==> src/rtl/sca_rdo_sched.sv <==
// sca_rdo_sched: readout request scheduler in front of the SCA block readout controller.
// Matched-trigger events (one or two SCA blocks each) are queued in a circular buffer and
// presented to the readout one block at a time using a present / ACK / DONE handshake.
// An event is popped only after its last block is digitized, or when a WAIT state times out.
//
// Parameters:
//   AW   log2 of queue depth (DEPTH = 2**AW events)
//   TMO  max cycles allowed in a WAIT state before timeout (12-bit timer)
// Ports:
//   CLK, RST                  clock, asynchronous active-high reset
//   ENA                       allow new events to start (never aborts one in progress)
//   REQ_VLD, REQ_*            one-cycle request strobe and its event fields
//   ACK, DONE                 readout accepted / finished the presented block
//   CLR_ERR                   synchronous clear of OVFL, TMO_ERR and DROP_CNT
//   GTRGEMPTY                 0 while a block is presented on RADR/L1ABIN/LCT_PHASE/SCND_*
//   RADR, L1ABIN, LCT_PHASE   presented block address and event tags
//   SCND_BLK, SCND_SHARED     presented block is the second one / the shared second one
//   FULL, COUNT               queue occupancy (COUNT includes the event in progress)
//   OVFL, DROP_CNT, TMO_ERR   sticky overflow, saturating drop count, sticky timeout
//   STATE_MON                 FSM state encoding
module sca_rdo_sched #(
  parameter int unsigned AW  = 3,
  parameter int unsigned TMO = 4095
) (
  input  logic          CLK,
  input  logic          RST,
  input  logic          ENA,
  input  logic          REQ_VLD,
  input  logic [3:0]    REQ_BLK1,
  input  logic [3:0]    REQ_BLK2,
  input  logic          REQ_TWO,
  input  logic          REQ_SHARED,
  input  logic [7:0]    REQ_L1ABIN,
  input  logic          REQ_LCTPH,
  input  logic          ACK,
  input  logic          DONE,
  input  logic          CLR_ERR,
  output logic          GTRGEMPTY,
  output logic [3:0]    RADR,
  output logic [7:0]    L1ABIN,
  output logic          LCT_PHASE,
  output logic          SCND_BLK,
  output logic          SCND_SHARED,
  output logic          FULL,
  output logic [AW:0]   COUNT,
  output logic          OVFL,
  output logic          TMO_ERR,
  output logic [7:0]    DROP_CNT,
  output logic [2:0]    STATE_MON
);

  localparam int unsigned DEPTH   = 2 ** AW;
  localparam logic [AW:0] FullCnt = {1'b1, {AW{1'b0}}};
  localparam logic [11:0] TmoCnt  = 12'(TMO);

  typedef enum logic [2:0] {
    StIdle  = 3'd0,
    StPres1 = 3'd1,
    StWait1 = 3'd2,
    StPres2 = 3'd3,
    StWait2 = 3'd4
  } state_e;

  typedef struct packed {
    logic       lctph;
    logic [7:0] l1abin;
    logic       shared;
    logic       two;
    logic [3:0] blk2;
    logic [3:0] blk1;
  } entry_t;

  // Queue storage and bookkeeping
  entry_t          mem [DEPTH];
  entry_t          head;
  entry_t          new_entry;
  logic [AW-1:0]   wr_ptr_q, rd_ptr_q;
  logic [AW:0]     count_q, count_d;
  logic            full_q;
  logic            wr_en, drop, pop;

  // FSM and registered outputs
  state_e          state_q, state_d;
  logic            gtrg_empty_q, gtrg_empty_d;
  logic [3:0]      radr_q, radr_d;
  logic [7:0]      l1abin_q, l1abin_d;
  logic            lct_phase_q, lct_phase_d;
  logic            scnd_blk_q, scnd_blk_d;
  logic            scnd_shared_q, scnd_shared_d;
  logic [11:0]     timer_q, timer_d;
  logic            timeout;
  logic            ovfl_q, ovfl_d;
  logic            tmo_err_q, tmo_err_d;
  logic [7:0]      drop_cnt_q, drop_cnt_d;

  assign new_entry = '{lctph:  REQ_LCTPH,
                       l1abin: REQ_L1ABIN,
                       shared: REQ_SHARED,
                       two:    REQ_TWO,
                       blk2:   REQ_BLK2,
                       blk1:   REQ_BLK1};

  assign head = mem[rd_ptr_q];

  // FULL comes from the registered occupancy, so a pop in the same cycle does not free a slot.
  assign wr_en = REQ_VLD & ~full_q;
  assign drop  = REQ_VLD &  full_q;

  always_comb begin
    count_d = count_q;
    if (wr_en && !pop) begin
      count_d = count_q + 1'b1;
    end else if (!wr_en && pop) begin
      count_d = count_q - 1'b1;
    end
  end

  always_ff @(posedge CLK) begin
    if (wr_en) begin
      mem[wr_ptr_q] <= new_entry;
    end
  end

  always_ff @(posedge CLK or posedge RST) begin
    if (RST) begin
      wr_ptr_q <= '0;
      rd_ptr_q <= '0;
      count_q  <= '0;
      full_q   <= 1'b0;
    end else begin
      if (wr_en) wr_ptr_q <= wr_ptr_q + 1'b1;
      if (pop)   rd_ptr_q <= rd_ptr_q + 1'b1;
      count_q <= count_d;
      full_q  <= (count_d == FullCnt);
    end
  end

  // Next-state and output logic
  always_comb begin
    state_d       = state_q;
    gtrg_empty_d  = gtrg_empty_q;
    radr_d        = radr_q;
    l1abin_d      = l1abin_q;
    lct_phase_d   = lct_phase_q;
    scnd_blk_d    = scnd_blk_q;
    scnd_shared_d = scnd_shared_q;
    timer_d       = timer_q;
    pop           = 1'b0;
    timeout       = 1'b0;

    case (state_q)
      StIdle: begin
        if (ENA && count_q != '0) begin
          radr_d        = head.blk1;
          l1abin_d      = head.l1abin;
          lct_phase_d   = head.lctph;
          scnd_blk_d    = 1'b0;
          scnd_shared_d = 1'b0;
          gtrg_empty_d  = 1'b0;
          state_d       = StPres1;
        end
      end
      StPres1, StPres2: begin
        // Presenting holds indefinitely; only ACK moves on.
        if (ACK) begin
          gtrg_empty_d = 1'b1;
          timer_d      = '0;
          state_d      = (state_q == StPres1) ? StWait1 : StWait2;
        end
      end
      StWait1, StWait2: begin
        if (DONE) begin
          if (state_q == StWait1 && head.two) begin
            radr_d        = head.blk2;
            scnd_blk_d    = 1'b1;
            scnd_shared_d = head.shared;
            gtrg_empty_d  = 1'b0;
            state_d       = StPres2;
          end else begin
            pop     = 1'b1;
            state_d = StIdle;
          end
        end else if (timer_q == TmoCnt) begin
          // Stuck readout: drop the whole event so the queue keeps moving.
          timeout      = 1'b1;
          pop          = 1'b1;
          gtrg_empty_d = 1'b1;
          state_d      = StIdle;
        end else begin
          timer_d = timer_q + 12'd1;
        end
      end
      default: begin
        gtrg_empty_d = 1'b1;
        state_d      = StIdle;
      end
    endcase
  end

  // Sticky error flags; a new event in the same cycle as CLR_ERR wins.
  always_comb begin
    ovfl_d     = ovfl_q;
    tmo_err_d  = tmo_err_q;
    drop_cnt_d = drop_cnt_q;
    if (drop) begin
      ovfl_d = 1'b1;
      if (CLR_ERR) begin
        drop_cnt_d = 8'd1;
      end else if (drop_cnt_q != 8'hFF) begin
        drop_cnt_d = drop_cnt_q + 8'd1;
      end
    end else if (CLR_ERR) begin
      ovfl_d     = 1'b0;
      drop_cnt_d = 8'd0;
    end
    if (timeout) begin
      tmo_err_d = 1'b1;
    end else if (CLR_ERR) begin
      tmo_err_d = 1'b0;
    end
  end

  always_ff @(posedge CLK or posedge RST) begin
    if (RST) begin
      state_q       <= StIdle;
      gtrg_empty_q  <= 1'b1;
      radr_q        <= '0;
      l1abin_q      <= '0;
      lct_phase_q   <= 1'b0;
      scnd_blk_q    <= 1'b0;
      scnd_shared_q <= 1'b0;
      timer_q       <= '0;
      ovfl_q        <= 1'b0;
      tmo_err_q     <= 1'b0;
      drop_cnt_q    <= '0;
    end else begin
      state_q       <= state_d;
      gtrg_empty_q  <= gtrg_empty_d;
      radr_q        <= radr_d;
      l1abin_q      <= l1abin_d;
      lct_phase_q   <= lct_phase_d;
      scnd_blk_q    <= scnd_blk_d;
      scnd_shared_q <= scnd_shared_d;
      timer_q       <= timer_d;
      ovfl_q        <= ovfl_d;
      tmo_err_q     <= tmo_err_d;
      drop_cnt_q    <= drop_cnt_d;
    end
  end

  assign GTRGEMPTY   = gtrg_empty_q;
  assign RADR        = radr_q;
  assign L1ABIN      = l1abin_q;
  assign LCT_PHASE   = lct_phase_q;
  assign SCND_BLK    = scnd_blk_q;
  assign SCND_SHARED = scnd_shared_q;
  assign FULL        = full_q;
  assign COUNT       = count_q;
  assign OVFL        = ovfl_q;
  assign TMO_ERR     = tmo_err_q;
  assign DROP_CNT    = drop_cnt_q;
  assign STATE_MON   = state_q;

endmodule

==> config.mk <==
export PLATFORM = sky130hd
export DESIGN_NAME = sca_rdo_sched
export DESIGN_NICKNAME = d
export VERILOG_FILES = /design/src/rtl/sca_rdo_sched.sv
export SDC_FILE = /design/constraint.sdc
export NUM_CORES = 1
export LEC_CHECK = 0
export ABC_AREA = 1
export BUFFER_PORTS_ARGS = -buffer_cell sky130_fd_sc_hd__buf_4
export CORE_MARGIN = 2
export CORE_UTILIZATION = 50
export CTS_CLUSTER_SIZE = 16
export DETAILED_ROUTE_END_ITERATION = 6
export PLACE_DENSITY = 0.71
export SLEW_MARGIN = 20
export SYNTH_ARGS = -nofsm -noshare
export SYNTH_HDL_FRONTEND = slang
export SYNTH_SLANG_ARGS = --single-unit
export TNS_END_PERCENT = 10
==> constraint.sdc <==
create_clock -name CLK -period 2.2 [get_ports CLK]
set_clock_uncertainty 0.05 [all_clocks]
set_input_delay 0.22 -clock CLK [delete_from_list [all_inputs] [get_ports CLK]]
set_output_delay 0.22 -clock CLK [all_outputs]
set_load 0.01 [all_outputs]
==> out/results.txt <==
Worst path arrival time - 2.43 ns
Max clock buf depth - 3
Setup_tns - 0 ns
Die Y - 134 µm
Count of final setup violators - 0
Initial Util - 51.2%
Inst Count DP - 999
Post-synth EDFFs - 152
Ports - 60
Layout Nets - 857
Hold Path End - STATE_MON[0]$_DFFE_PP0P_
Final min period - 2.06 ns
VDD IR-drop max - 0.619 mV
Sequential share of the synthesized area - 69.1%
Startpoint types - flop
LEAKAGE - 3.95 nW
Net Sw Frac - 34.9%
Worst setup path class - reg -> reg
CTS Root Cell - clkbuf_16
Via density - 5.70
Clock slew seen by the registers of the worst setup and hold paths - 0.06 ns
Fmax - 486 MHz
Layout filler cell count - 1262
Reg2Reg Depth - 7
Post-synth top area cell - edfxtp_1
Predominant post-synthesis flop cell - edfxtp_1
Critical R2R Capture - LCT_PHASE$_DFFE_PP0P_
Initial antenna violation count - 0
Final Hold Fails - 0
Rows - 47
Yosys warnings - 0
Final wirelength - 19200 µm
Number of vias in the routed layout - 6038
Area after DPL - 0.00935 mm²
Later-pin clock latency in the skew report - 0.50 ns
Core area - 0.0166 mm²
TritonCTS Buffers - 22
Hold-critical path depth - 4
Post-synth top area share - 53.8%
Grt total ovfl - 0
Share of cells above drive strength 1 - 18.5%
# diodes - 0
Port bufs - 59
Synthesized area per cell - 11.7 µm²
Final Cycle Share - 93.5%
Finished Cell Area - 0.0103 mm²
First-pass GRT wire length - 30300 µm
Reg2Reg Setup Slack - 0.14 ns
Synth top area cells - edfxtp_1, dfrtp_1, o21ai_0
Synthesized net count - 758
Most frequent cell after synthesis - edfxtp_1
HP Start - ACK
Critical Path End Type - flop
Pwr Density - 1290 mW/mm²
Switch Pwr - 4.64 mW
Int Power - 8.65 mW
DP HPWL - 11600 µm
Largest net degree at the start of global routing - 45
Die width - 134 µm
Register area - 0.00587 mm²
Final Non-Filler Cells - 1060
Hold WC Path Type - in -> reg
Worst relative slew slack - 65.1%
Crit path max fanout - 11
Clock power frac - 28.1%
Avg WL per Cell - 18.1 µm
R2r startpoint - STATE_MON[0]$_DFFE_PP0P_
Status - completed
CTS tree - done
Gate power share - 32.5%
Layout Area Growth over Synthesis - 21.7%
Async set or reset register ratio after synthesis - 25.5%
Synth Register Bits - 204
Multi-input logic area - 0.00228 mm²
Vias in the first global route - 5942
Clock Sinks - 204
GRT Util Overall - 21.5%
Commonest cells post-synth - edfxtp_1, nor2_1, o21ai_0, nand2_1, inv_1
GPL Wtd Cong - 0.916
Actual slew at the worst max-slew pin - 0.522 ns
RSZ-0062 raised after global routing - true
Max-slew violations - 0
Cells after synthesis - 726
DRC - 0
DIE AREA - 0.0180 mm²
Max cap viols - 0
Synth cell types - 37
Mapped Area - 0.00849 mm²
Required time of the critical path - 2.57 ns
ANT nets after route - 0
H-tree depth - 1
DRT Pass-1 Iters - 5
Reg power frac - 39.4%
Initial detailed-routing violation count - 540
per-layer routing:
layer,GRT usage [%],part of all wire [%],vias to the layer above
li1,-,-,2789
met1,28.1,40,2927
met2,35.9,49,258
met3,3.40,7.5,64
met4,9.47,3.3,0
met5,0,0,-
cell type report:
class,count,area share (%)
Clock buffer,29,6.19
Timing Repair Buffer,107,9.04
Inverter,57,2.07
Clock inverter,10,1.10
Tap cell,220,2.67
Multi-Input combinational cell,433,22.1
Sequential cell,204,56.8
cells in the final DEF, fill, tap and decap left out, drive strengths merged, types with 9 or more instances in the layout:
cell type	count
buf	85
clkbuf	29
dfrtp	51
dlygate4sd3	22
edfxtp	152
inv	58
nand2	89
nand3	29
nand4	9
nor2	112
nor3	9
o211ai	12
o21ai	104
o221ai	25
o22ai	11
through the flow:
stage               worst slack, ns  utilization, %  total power [mW]  hold WS, ns
global placement              0.300            56.4              9.35        0.244
global route                -0.0163            62.3              14.0       0.0527
CTS                           0.152            62.2              13.3      0.00768
detailed placement            0.214            56.4              9.54        0.255
finish                        0.144            62.3              13.3       0.0219
floorplan                    -0.229               -              7.93        0.236
registers in the layout, indices dropped and copies added, names as in the netlist, 3 cells and up:
register / cells
DROP_CNT: 8
STATE_MON: 3
RADR: 4
COUNT: 4
mem: 152
timer_q: 12
rd_ptr_q: 3
L1ABIN: 8
wr_ptr_q: 3
timing repair:
action,CTS,global route
buffers inserted,0,0
endpoints found under the setup margin,0,7
resized for setup,0,1
hold buffers,22,0
endpoints found under the hold margin,180,0
worst max-delay path, cell delays in order, from the launching register on:
cell and delay, ns:
dfrtp_1 0.45, nor2_1 0.19, inv_1 0.06, nor2_1 0.15, inv_1 0.27, nor2_2 0.50
o211ai_1 0.19, nand2_1 0.13
how the worst max path moves through the flow:
stage                                  start                      end  slack [ns]  cells past startpoint
CTS                 STATE_MON[0]$_DFFE_PP0P_    LCT_PHASE$_DFFE_PP0P_        0.15                      7
detailed placement  STATE_MON[0]$_DFFE_PP0P_    L1ABIN[2]$_DFFE_PP0P_        0.21                      7
floorplan                     FULL$_DFF_PP0_      mem[0][0]$_DFFE_PP_       -0.23                      4
global route          timer_q[3]$_DFFE_PP0P_  SCND_SHARED$_DFFE_PP0P_       -0.02                      9
finish              STATE_MON[0]$_DFFE_PP0P_    LCT_PHASE$_DFFE_PP0P_        0.14                      7
global placement    STATE_MON[0]$_DFFE_PP0P_    L1ABIN[0]$_DFFE_PP0P_        0.30                      7
cells by family (layout without fill, tap and decap cells):
family          count (synthesis)  count (layout)  share of synthesized area [%]
compound gates                168             168                           12.1
simple gates                  249             249                           12.7
flops                         204             204                           69.1
mux                             1               1                          0.133
fa+ha+maj                       6               6                          0.885
xor+xnor                        9               9                          0.929
buf+inv                        89             203                           4.14
power by group through the flow:
| stage | registers [mW] | clock network, mW | logic, mW |
|---|---|---|---|
| 6_report | 5.23 | 3.74 | 4.32 |
| 5_1_grt | 5.29 | 3.94 | 4.79 |
| 4_1_cts | 5.23 | 3.79 | 4.31 |
| 3_5_place_dp | 5.29 | 0 | 4.25 |
| 3_3_place_gp | 5.26 | 0 | 4.09 |
| 2_1_floorplan | 5.29 | 0 | 2.64 |
(Power assumes the default switching activity.)
